File: src/rtl/othello_pkg.sv
// Shared Othello definitions: cell encodings, board geometry, direction
// delta tables and the move_validator state encodings.
package othello_pkg;

    localparam int BOARD_DIM = 8;
    localparam int COORD_W   = 3;
    localparam int CELL_W    = 2;

    localparam logic [CELL_W-1:0] CELL_EMPTY = 2'b00;
    localparam logic [CELL_W-1:0] CELL_BLACK = 2'b01;
    localparam logic [CELL_W-1:0] CELL_WHITE = 2'b10;

    // Two-bit signed deltas packed dir7..dir0; dir order is
    // (-1,-1) (0,-1) (1,-1) (-1,0) (1,0) (-1,1) (0,1) (1,1).
    localparam logic [15:0] DX_TABLE = 16'b01_00_11_01_11_01_00_11;
    localparam logic [15:0] DY_TABLE = 16'b01_01_01_00_00_11_11_11;

    localparam int STATE_W = 4;
    localparam logic [STATE_W-1:0] S_IDLE     = 4'd0;
    localparam logic [STATE_W-1:0] S_RD_TGT   = 4'd1;
    localparam logic [STATE_W-1:0] S_CHK_TGT  = 4'd2;
    localparam logic [STATE_W-1:0] S_DIR_INIT = 4'd3;
    localparam logic [STATE_W-1:0] S_STEP_RD  = 4'd4;
    localparam logic [STATE_W-1:0] S_STEP_CHK = 4'd5;
    localparam logic [STATE_W-1:0] S_FLIP     = 4'd6;
    localparam logic [STATE_W-1:0] S_NEXT_DIR = 4'd7;
    localparam logic [STATE_W-1:0] S_PLACE    = 4'd8;
    localparam logic [STATE_W-1:0] S_ACK      = 4'd9;
    localparam logic [STATE_W-1:0] S_REJECT   = 4'd10;
    localparam logic [STATE_W-1:0] S_HOLD     = 4'd11;

    function automatic logic [1:0] dir_dx(input logic [2:0] dir);
        return DX_TABLE[{dir, 1'b0} +: 2];
    endfunction

    function automatic logic [1:0] dir_dy(input logic [2:0] dir);
        return DY_TABLE[{dir, 1'b0} +: 2];
    endfunction

    // Reserved encoding 11 counts as empty.
    function automatic logic cell_occupied(input logic [CELL_W-1:0] c);
        return (c == CELL_BLACK) || (c == CELL_WHITE);
    endfunction

endpackage

File: src/rtl/move_validator_if.sv
// Controller / board-RAM bus of move_validator.
// Handshake: new_move is a level request carrying player/move_x/move_y;
// the validator holds busy high while working and answers with exactly one
// single-cycle pulse, ack (move committed) or invalid (rejected). It will
// not start another move until new_move drops or the coordinates change.
// Board RAM: rd_data returns the cell at rd_addr one cycle later; a write
// happens on every cycle wr_en is high.
interface move_validator_if;
    import othello_pkg::*;

    logic                   new_move;
    logic                   player;
    logic [COORD_W-1:0]     move_x;
    logic [COORD_W-1:0]     move_y;
    logic [2*COORD_W-1:0]   rd_addr;
    logic [CELL_W-1:0]      rd_data;
    logic                   wr_en;
    logic [2*COORD_W-1:0]   wr_addr;
    logic [CELL_W-1:0]      wr_data;
    logic                   busy;
    logic                   ack;
    logic                   invalid;

    modport master (
        output new_move, player, move_x, move_y, rd_data,
        input  rd_addr, wr_en, wr_addr, wr_data, busy, ack, invalid
    );

    modport slave (
        input  new_move, player, move_x, move_y, rd_data,
        output rd_addr, wr_en, wr_addr, wr_data, busy, ack, invalid
    );

endinterface

File: src/rtl/move_validator_board_step.sv
// board_step: one step from (x,y) along direction dir, with an
// off-board flag. Since 2**COORD_W == BOARD_DIM, leaving the board in
// either direction shows up as the carry/borrow bit of the widened sum.
module board_step
    import othello_pkg::*;
(
    input  logic [COORD_W-1:0] x_i,
    input  logic [COORD_W-1:0] y_i,
    input  logic [2:0]         dir_i,
    output logic [COORD_W-1:0] nx_o,
    output logic [COORD_W-1:0] ny_o,
    output logic               oob_o
);

    logic [1:0]       dx;
    logic [1:0]       dy;
    logic [COORD_W:0] sum_x;
    logic [COORD_W:0] sum_y;

    // Sign-extend the delta and add it to the zero-extended coordinate.
    always_comb begin
        dx    = dir_dx(dir_i);
        dy    = dir_dy(dir_i);
        sum_x = {1'b0, x_i} + {{(COORD_W-1){dx[1]}}, dx};
        sum_y = {1'b0, y_i} + {{(COORD_W-1){dy[1]}}, dy};
        nx_o  = sum_x[COORD_W-1:0];
        ny_o  = sum_y[COORD_W-1:0];
        oob_o = sum_x[COORD_W] | sum_y[COORD_W];
    end

endmodule

File: src/rtl/move_validator.sv
// move_validator: checks one Othello move against the board RAM, flips
// the captured discs direction by direction, places the new disc and
// pulses ack, or pulses invalid with the board untouched.
// Optional build macro FLIP_COUNT_EN adds the flip_count output.
module move_validator
    import othello_pkg::*;
(
    input  logic                 clock,
    input  logic                 reset,
    move_validator_if.slave      bus,
    output logic [STATE_W-1:0]   dbg_state_o
`ifdef FLIP_COUNT_EN
    ,
    output logic [2*COORD_W-1:0] flip_count
`endif
);

    logic [STATE_W-1:0] state_q, state_d;
    logic [CELL_W-1:0]  colour_q, colour_d;
    logic [COORD_W-1:0] tgt_x_q, tgt_x_d, tgt_y_q, tgt_y_d;
    logic [COORD_W-1:0] cur_x_q, cur_x_d, cur_y_q, cur_y_d;
    logic [2:0]         dir_q, dir_d;
    logic [COORD_W-1:0] run_len_q, run_len_d;
    logic [COORD_W-1:0] flip_cnt_q, flip_cnt_d;
    logic               any_flip_q, any_flip_d;

    logic [COORD_W-1:0] step_x, step_y;
    logic               step_oob;
    logic [CELL_W-1:0]  opp_colour;

    logic [2*COORD_W-1:0] rd_addr, wr_addr;
    logic                 wr_en;
    logic [CELL_W-1:0]    wr_data;

    // One step from the current cursor; serves both the scan and the flips.
    board_step u_step (
        .x_i   (cur_x_q),
        .y_i   (cur_y_q),
        .dir_i (dir_q),
        .nx_o  (step_x),
        .ny_o  (step_y),
        .oob_o (step_oob)
    );

    assign opp_colour = colour_q ^ 2'b11;

    // Next-state and RAM strobes for the scan/flip sequencer.
    always_comb begin
        state_d    = state_q;
        colour_d   = colour_q;
        tgt_x_d    = tgt_x_q;
        tgt_y_d    = tgt_y_q;
        cur_x_d    = cur_x_q;
        cur_y_d    = cur_y_q;
        dir_d      = dir_q;
        run_len_d  = run_len_q;
        flip_cnt_d = flip_cnt_q;
        any_flip_d = any_flip_q;
        rd_addr    = '0;
        wr_en      = 1'b0;
        wr_addr    = '0;
        wr_data    = '0;
        case (state_q)
            S_IDLE: begin
                if (bus.new_move) begin
                    colour_d = {1'b0, bus.player} + 2'd1;
                    tgt_x_d  = bus.move_x;
                    tgt_y_d  = bus.move_y;
                    state_d  = S_RD_TGT;
                end
            end
            S_RD_TGT: begin
                rd_addr = {tgt_y_q, tgt_x_q};
                state_d = S_CHK_TGT;
            end
            S_CHK_TGT: begin
                if (cell_occupied(bus.rd_data)) begin
                    state_d = S_REJECT;
                end else begin
                    dir_d      = '0;
                    any_flip_d = 1'b0;
                    state_d    = S_DIR_INIT;
                end
            end
            S_DIR_INIT: begin
                run_len_d = '0;
                cur_x_d   = tgt_x_q;
                cur_y_d   = tgt_y_q;
                state_d   = S_STEP_RD;
            end
            S_STEP_RD: begin
                if (step_oob) begin
                    state_d = S_NEXT_DIR;
                end else begin
                    rd_addr = {step_y, step_x};
                    cur_x_d = step_x;
                    cur_y_d = step_y;
                    state_d = S_STEP_CHK;
                end
            end
            S_STEP_CHK: begin
                if (bus.rd_data == opp_colour) begin
                    run_len_d = run_len_q + COORD_W'(1);
                    state_d   = S_STEP_RD;
                end else if (bus.rd_data == colour_q && run_len_q != '0) begin
                    flip_cnt_d = run_len_q;
                    cur_x_d    = tgt_x_q;
                    cur_y_d    = tgt_y_q;
                    state_d    = S_FLIP;
                end else begin
                    state_d = S_NEXT_DIR;
                end
            end
            S_FLIP: begin
                wr_en      = 1'b1;
                wr_addr    = {step_y, step_x};
                wr_data    = colour_q;
                cur_x_d    = step_x;
                cur_y_d    = step_y;
                flip_cnt_d = flip_cnt_q - COORD_W'(1);
                if (flip_cnt_q == COORD_W'(1)) begin
                    any_flip_d = 1'b1;
                    state_d    = S_NEXT_DIR;
                end
            end
            S_NEXT_DIR: begin
                if (dir_q != 3'd7) begin
                    dir_d   = dir_q + 3'd1;
                    state_d = S_DIR_INIT;
                end else if (any_flip_q) begin
                    state_d = S_PLACE;
                end else begin
                    state_d = S_REJECT;
                end
            end
            S_PLACE: begin
                wr_en   = 1'b1;
                wr_addr = {tgt_y_q, tgt_x_q};
                wr_data = colour_q;
                state_d = S_ACK;
            end
            S_ACK:    state_d = S_HOLD;
            S_REJECT: state_d = S_HOLD;
            S_HOLD: begin
                if (!bus.new_move || bus.move_x != tgt_x_q || bus.move_y != tgt_y_q) begin
                    state_d = S_IDLE;
                end
            end
            default:  state_d = S_IDLE;
        endcase
    end

    // State and working registers; reset aborts any move in progress.
    always_ff @(posedge clock or negedge reset) begin
        if (!reset) begin
            state_q    <= S_IDLE;
            colour_q   <= '0;
            tgt_x_q    <= '0;
            tgt_y_q    <= '0;
            cur_x_q    <= '0;
            cur_y_q    <= '0;
            dir_q      <= '0;
            run_len_q  <= '0;
            flip_cnt_q <= '0;
            any_flip_q <= 1'b0;
        end else begin
            state_q    <= state_d;
            colour_q   <= colour_d;
            tgt_x_q    <= tgt_x_d;
            tgt_y_q    <= tgt_y_d;
            cur_x_q    <= cur_x_d;
            cur_y_q    <= cur_y_d;
            dir_q      <= dir_d;
            run_len_q  <= run_len_d;
            flip_cnt_q <= flip_cnt_d;
            any_flip_q <= any_flip_d;
        end
    end

`ifdef FLIP_COUNT_EN
    logic [2*COORD_W-1:0] flip_count_q;

    // Running total of flip writes, cleared when a move starts.
    always_ff @(posedge clock or negedge reset) begin
        if (!reset) begin
            flip_count_q <= '0;
        end else if (state_q == S_IDLE && bus.new_move) begin
            flip_count_q <= '0;
        end else if (state_q == S_FLIP) begin
            flip_count_q <= flip_count_q + (2*COORD_W)'(1);
        end
    end

    assign flip_count = flip_count_q;
`endif

    assign bus.rd_addr = rd_addr;
    assign bus.wr_en   = wr_en;
    assign bus.wr_addr = wr_addr;
    assign bus.wr_data = wr_data;
    assign bus.busy    = (state_q != S_IDLE);
    assign bus.ack     = (state_q == S_ACK);
    assign bus.invalid = (state_q == S_REJECT);
    assign dbg_state_o = state_q;

endmodule

File: src/flat_wrapper.sv
// flat-port wrapper written by rule: the top's interface ports become plain ports
module move_validator_flat import othello_pkg::*;
  (clock, reset, dbg_state_o, bus_new_move, bus_player, bus_move_x, bus_move_y, bus_rd_data, bus_rd_addr, bus_wr_en, bus_wr_addr, bus_wr_data, bus_busy, bus_ack, bus_invalid);
  move_validator_if bus_i ();
  input  logic clock;
  input  logic reset;
  output logic [STATE_W-1:0] dbg_state_o;
  input wire logic [$bits(bus_i.new_move)-1:0] bus_new_move;
  input wire logic [$bits(bus_i.player)-1:0] bus_player;
  input wire logic [$bits(bus_i.move_x)-1:0] bus_move_x;
  input wire logic [$bits(bus_i.move_y)-1:0] bus_move_y;
  input wire logic [$bits(bus_i.rd_data)-1:0] bus_rd_data;
  output wire logic [$bits(bus_i.rd_addr)-1:0] bus_rd_addr;
  output wire logic [$bits(bus_i.wr_en)-1:0] bus_wr_en;
  output wire logic [$bits(bus_i.wr_addr)-1:0] bus_wr_addr;
  output wire logic [$bits(bus_i.wr_data)-1:0] bus_wr_data;
  output wire logic [$bits(bus_i.busy)-1:0] bus_busy;
  output wire logic [$bits(bus_i.ack)-1:0] bus_ack;
  output wire logic [$bits(bus_i.invalid)-1:0] bus_invalid;
  assign bus_i.new_move = bus_new_move;
  assign bus_i.player = bus_player;
  assign bus_i.move_x = bus_move_x;
  assign bus_i.move_y = bus_move_y;
  assign bus_i.rd_data = bus_rd_data;
  assign bus_rd_addr = bus_i.rd_addr;
  assign bus_wr_en = bus_i.wr_en;
  assign bus_wr_addr = bus_i.wr_addr;
  assign bus_wr_data = bus_i.wr_data;
  assign bus_busy = bus_i.busy;
  assign bus_ack = bus_i.ack;
  assign bus_invalid = bus_i.invalid;
  move_validator u_core (.clock(clock), .reset(reset), .bus(bus_i), .dbg_state_o(dbg_state_o));
endmodule
File: config.mk
export PLATFORM = sky130hd
export DESIGN_NAME = move_validator_flat
export DESIGN_NICKNAME = d
export VERILOG_FILES = /design/src/rtl/othello_pkg.sv /design/src/rtl/move_validator_if.sv /design/src/rtl/move_validator_board_step.sv /design/src/rtl/move_validator.sv /design/src/flat_wrapper.sv
export SDC_FILE = /design/constraint.sdc
export NUM_CORES = 1
export LEC_CHECK = 0
export BUFFER_PORTS_ARGS = -buffer_cell sky130_fd_sc_hd__buf_2
export CORE_MARGIN = 2
export CORE_UTILIZATION = 44
export CTS_CLUSTER_SIZE = 40
export DETAILED_ROUTE_END_ITERATION = 6
export GPL_TIMING_DRIVEN = 1
export PLACE_DENSITY = 0.67
export SKIP_CTS_REPAIR_TIMING = 1
export SLEW_MARGIN = 30
export SYNTH_ARGS = -nofsm -noshare
export SYNTH_HDL_FRONTEND = slang
export SYNTH_SLANG_ARGS = --single-unit
File: constraint.sdc
create_clock -name clock -period 3 [get_ports clock]
set_clock_uncertainty 0.05 [all_clocks]
set_input_delay 0.3 -clock clock [delete_from_list [all_inputs] [get_ports clock]]
set_output_delay 0.3 -clock clock [all_outputs]
set_load 0.05 [all_outputs]
Word-level counts from Yosys, hierarchy flattened
Cells that the tools add are included.
- register bits after elaboration: 28
- latch bits: 0
- bits in writable memories: 0
- memory bits (read-only): 0
- output and inout bits: 22
- memories: 0
- add/sub/neg operators: 6
- multiply operators: 0
- div/mod/pow operators: 0
- order comparisons: 0
- equality and inequality tests: 28
- shift-type cells: 2
- mux-type cells: 34
- bitwise gates (word level): 2
- reductions and logical operators: 22
- operators by type and width (operator ; number):
    case mux 4 bit (11 select lines) ; 1
    two-way mux 3 bit ; 11
    variable part select 16 x 5 -> 2 bit (first input constant) ; 2
    two-way mux 4 bit ; 6
    case mux 3 bit (4 select lines) ; 2
    case mux 6 bit (2 select lines) ; 2
    case mux 3 bit (2 select lines) ; 3
    == test 4 x 3 -> 1 bit (second input constant) ; 4
    == test 4 bit (second input constant) ; 4
    AND reduction 3 bit ; 4
    != test 2 x 1 -> 1 bit (second input constant) ; 5
    adder 3 x 4 -> 4 bit ; 2
    == test 4 x 2 -> 1 bit (second input constant) ; 2
    != test 2 bit (second input constant) ; 4
    nonzero test 2 bit ; 4
    nonzero test 4 bit ; 2
    adder 3 x 1 -> 3 bit (second input constant) ; 2
    two-way mux 2 bit ; 3
    two-way mux 6 bit ; 1
    != test 3 bit ; 2
    == test 2 bit ; 2
    == test 4 x 1 -> 1 bit (second input constant) ; 1
    logical NOT 4 bit ; 1
    two-way mux 1 bit ; 4
    other kinds (16) ; 20

Logic depth before layout (Yosys ltp)
- word-level depth: 5
- mapped depth: 10
- depth with buffers taken out: 10

By module
Synthesis repeated with hierarchy kept, for this count alone.
- cell total of the unflattened synthesis: 219
- area total of the unflattened synthesis: 2140.8 sq um
- by module, submodules not included (module ; times used ; cells each ; area each (sq um)):
    move_validator ; 1 ; 189 ; 1858.0
    board_step ; 1 ; 30 ; 282.8

Least setup slack after synthesis
No wires, ideal clock.
- path type: flip-flop to output port
- start: reg u_core.dir_q[0]
- end: out bus_rd_addr[0]
- arrival time: 2.673 ns
- path slack: -0.023 ns
- cell stages (with the launch flop): 11
- path buffers: 0
- path through: dfrtp_1 inv_1 ha_1 or2_1 nand2_1 ha_1 a21o_1 a21oi_1 xnor2_1 a21oi_1 a32o_1
- word-level cells in the longest chain between the ends: 5
- elaborated cells on any way between the ends: 7
- classes of those cells: add/sub: 2; shift: 2; mux: 2; bitwise: 1
- ends and longest elaborated chain (item ; RTL line ; source):
    start: declaration ; move_validator.sv:22 ; logic [2:0] dir_q, dir_d;
    start signal: assignment ; move_validator.sv:173 ; dir_q <= dir_d;
    variable part select 16 x 5 -> 2 bit, on equally long branches ; othello_pkg.sv:33, othello_pkg.sv:37 ;
    adder 3 x 4 -> 4 bit, on equally long branches ; move_validator_board_step.sv:24, move_validator_board_step.sv:25 ;
    OR 1 bit ; move_validator_board_step.sv:28 ; oob_o = sum_x[COORD_W] | sum_y[COORD_W];
    two-way mux 6 bit (*) ; move_validator.sv:92 ; if (step_oob) begin
    case mux 6 bit (2 select lines) (*) ; move_validator.sv:63 ; case (state_q)
    end: declaration ; flat_wrapper.sv:13 ; output wire logic [$bits(bus_i.rd_addr)-1:0] bus_rd_addr;
Every way passes the cells marked *; elsewhere a longest branch is shown, timed or not.

Final worst setup path
- start: reg u_core.dir_q[0]
- end: out bus_rd_addr[1]
The elaborated chain is that of the path after synthesis.

==> results by group <==
Worst setup path
  – Highest-delay cell along the critical path: dfrtp_1
  – Type of the setup path with the least slack: reg2out
  – Cell chain of the critical path: inv_2, ha_4, or2_4, nand2_4, ha_4, a21o_1, a21oi_2, xnor2_1, a21oi_2, a32o_2, buf_6
  – Flop2flop setup slack: roughly 0.16 ns
  – Peak per-stage delay on the critical path: between 0.4 and 0.5 ns
  – Critical path peak fanout: 6
  – Element type at the critical path end: output pin
  – Required time reported for the critical path endpoint: 2.65 ns
  – Element type at the critical path start: flip-flop
  – Data arrival, critical path: approximately 2.7 ns

Yosys
  – Total of flip-flops plus latches after synthesis: 28
  – Largest area contributor in the netlist: dfrtp_1
  – Synthesized netlist cell count: 233
  – Post-Syn Area per Cell: 9.62 µm²
  – Net count after synthesis: approximately 260
  – Synth cell types: between 50 and 60
  – Asr flop ratio synth: 1.00
  – Top_reg_cell synth: dfrtp_1
  – Count of flip-flops with a built-in enable after synthesis: 0
  – Proportion of netlist area held by the largest area contributor: 0.313
  – Area of the mapped netlist: around 0.0022 mm²
  – Cells taking the most area after synthesis: dfrtp_1 31%, ha_1 10%, mux2_2 8.0%, mux2_4 4.0%, xnor2_1 3.9%
  – Proportion of synthesized chip area in sequential cells: 0.313
  – Number of synthesis warnings: 0

Detailed routing
  – Starting DRT DRC Count: ~140
  – Number of nets with antenna violations after detailed routing: 0
  – Number of vias after detailed routing: between 1500 and 2000
  – Post-detailed-route DRC marker count: 0
  – Per-cell via count in the routed design: between 5 and 6
  – Wirelength, routed: 5.24 mm
  – Average wire per standard cell: roughly 16 µm
  – First-pass detailed-route iteration total: 4

Clocking
  – Clock latency on the worst-skew pair: between 0.2 and 0.3 ns
  – Clock tree from TritonCTS: yes
  – Clock transition at the registers of the reported paths: 0.10 ns
  – Longest Clk Path Bufs: 2
  – Clock buffers created by TritonCTS: 3
  – CTS root buf: clkbuf_8
  – H-tree depth: 1
  – Number of clock sinks seen by CTS: 28

STA
  – Unrepaired setup endpoints after global routing: true
  – Final number of setup-violating endpoints: 6
  – Post-Route Setup TNS: -0.151 ns
  – Transition at the pin with the smallest max-transition slack: 0.728 ns
  – Max Slew Vio Count: 0
  – Highest Clock Rate: ~0.33 GHz
  – Hold violation total from the final report: 28
  – Fin worst setup slack: -0.0349 ns
  – Ratio of final minimum period to clock period: 1.01
  – Minimum clock period: roughly 3 ns
  – Worst slew margin relative to its limit: 0.511
  – Minimum hold slack: -0.0150 ns

Layout
  – Layout net count: ~300
  – Antenna diode count: 0
  – Post-route insts no fill: about 340
  – Area Overhead vs Synth: 19.8%
  – Post-layout util: 0.557
  – Layout cells sized above 1: 0.347

Pwr
  – Standby leakage power: between 1 and 1.5 nW
  – Reported net switching power: around 0.0016 W
  – Comb power frac: 0.688
  – Switching Share: 0.503
  – Sequential Power Share: 0.246
  – Worst supply voltage drop on vdd: 0.541 mV
  – PwrDens: approximately 1200 mW/mm²
  – Cell internal pwr: around 0.0016 W
  – Part of the total power dissipated in the clock network: 0.066

Status
  – Status: finished, violations left
  – Failing checks: negative hold slack, negative setup slack

Placed design
  – Count of input and output buffers: 33
  – Post-DP HPWL: ~4 mm
  – Final estimated routing congestion in global placement: between 0.8 and 0.9
  – Number of placed instances, taps included: 331

Floorplanning
  – Area of the die: ~0.0057 mm²
  – Width of the die: about 75 µm
  – Die Span Y: 75.4 µm
  – Effective utilization at floorplan: 0.465
  – Number of top-level design ports: 34
  – Floorplan Core Area: between 0.004 and 0.005 mm²
  – Number of standard-cell rows in the floorplan: 25

Global route
  – Via count of the first global-routing pass: roughly 1700
  – First-pass GRT wire length: about 8.6 mm
  – Tot GR Track Use: 0.200
  – Largest net degree at the start of global routing: 29
  – Number of antenna violations at the first check in global routing: 0
  – Overflow after GRT: 0

Worst hold path
  – Class of the worst hold path: in2async

Job
  – Maxcap violations: 0
-- final cells by class --
class / count / area [µm²]
clock buffers: 3 / 41.3
fillers: 444 / 2130
inverters: 12 / 45.0
multi-input cells: 186 / 1540
flip-flops and latches: 28 / 701
well taps: 67 / 83.8
repair buffers: 42 / 277
-- metrics by stage --
step                hold WS [ns]  cell area (µm²)  total power, W  worst slack (ns)
CTS                       0.0164             2540         0.00298            -0.361
floorplan                -0.0456             2250         0.00230            0.0208
finish                   -0.0150             2690         0.00321           -0.0349
global placement           0.321             2500         0.00274            0.0615
detailed placement         0.320             2500         0.00276           -0.0357
global route              0.0480             2690         0.00346            -0.137
-- kinds of logic after synthesis --
| logic type | count (synthesis) | share of synthesized area |
|---|---|---|
| adder cells (fa/ha/maj) | 19 | 0.109 |
| AO/OA/AOI/OAI | 52 | 0.164 |
| AND/OR/NAND/NOR | 75 | 0.184 |
| multiplexers | 25 | 0.134 |
| buffers and inverters | 19 | 0.0379 |
| flip-flops | 28 | 0.312 |
| XOR/XNOR | 15 | 0.0586 |
-- per-layer routing --
layer,GRT usage,vias to the layer above,part of all wire
li1,-,916,-
met1,0.295,907,0.48
met2,0.315,42,0.48
met3,0.0265,5,0.035
met4,0.0409,0,0.0088
met5,0,-,0
-- path summary, 6_finish.rpt --
kind	start	to	depth (start not counted)
setup / recovery	u_core.dir_q[0]	bus_rd_addr[1]	11
hold / removal	reset	u_core.cur_y_q[1]	1
setup reg to reg	u_core.dir_q[0]	u_core.cur_x_q[0]	11
hold reg to reg	u_core.cur_y_q[0]	u_core.cur_y_q[0]	1
max in group asynchronous	reset	u_core.any_flip_q	1
min in group clock	bus_player	u_core.colour_q[0]	2
-- flip-flops by register name, summed over array words and instances (netlist names), 3 cells and up --
| signal | count |
|---|---|
| u_core.run_len_q | 3 |
| u_core.dir_q | 3 |
| u_core.tgt_x_q | 3 |
| u_core.flip_cnt_q | 3 |
| u_core.cur_x_q | 3 |
| u_core.dbg_state_o | 4 |
| u_core.tgt_y_q | 3 |
| u_core.cur_y_q | 3 |
-- layout by cell type, fill, tap and decap left out, drive strengths merged, types with 4 or more instances in the layout --
cell type,netlist,final
a21oi,10,10
ha,18,18
nand2b,6,6
and2,4,4
xor2,5,5
clkbuf,2,4
nand2,14,14
dfrtp,28,28
xnor2,10,10
a32o,6,6
nor2,22,22
a22oi,6,6
o21ai,12,12
nand3,10,10
mux2,22,22
buf,5,41
inv,12,12
-- critical path, delay by kind of cell, from the launching register on --
kind	cells	cell delay, ns
compound gates	4	0.85
flops	1	0.43
fa+ha+maj	2	0.40
simple gates	2	0.33
buf+inv	2	0.27
xor+xnor	1	0.12
-- cells in the mapped netlist (all sizes together) (2+ instances only) --
master,instances
nor2b,3
xnor2,10
o21a,3
mux2,22
o21ai,12
nand2b,6
xor2,5
a21boi,2
nand2,14
inv,12
a22oi,6
and3,2
a22o,2
and2,4
or2,2
dfrtp,28
nand4,2
ha,18
nor2,22
a21oi,10
nor3b,2
clkbuf,2
nand3,10
nor3,3
buf,5
mux2i,3
a32o,6
-- power groups by stage --
stage,clock [W],sequential (W),combinational [W]
finish,0.000212,0.000788,0.00221
global route,0.000233,0.000824,0.00240
CTS,0.000218,0.000778,0.00199
detailed placement,0,0.000786,0.00197
global placement,0,0.000780,0.00196
floorplan,0,0.000782,0.00152
Note: power is estimated with default switching activity, not from simulation.
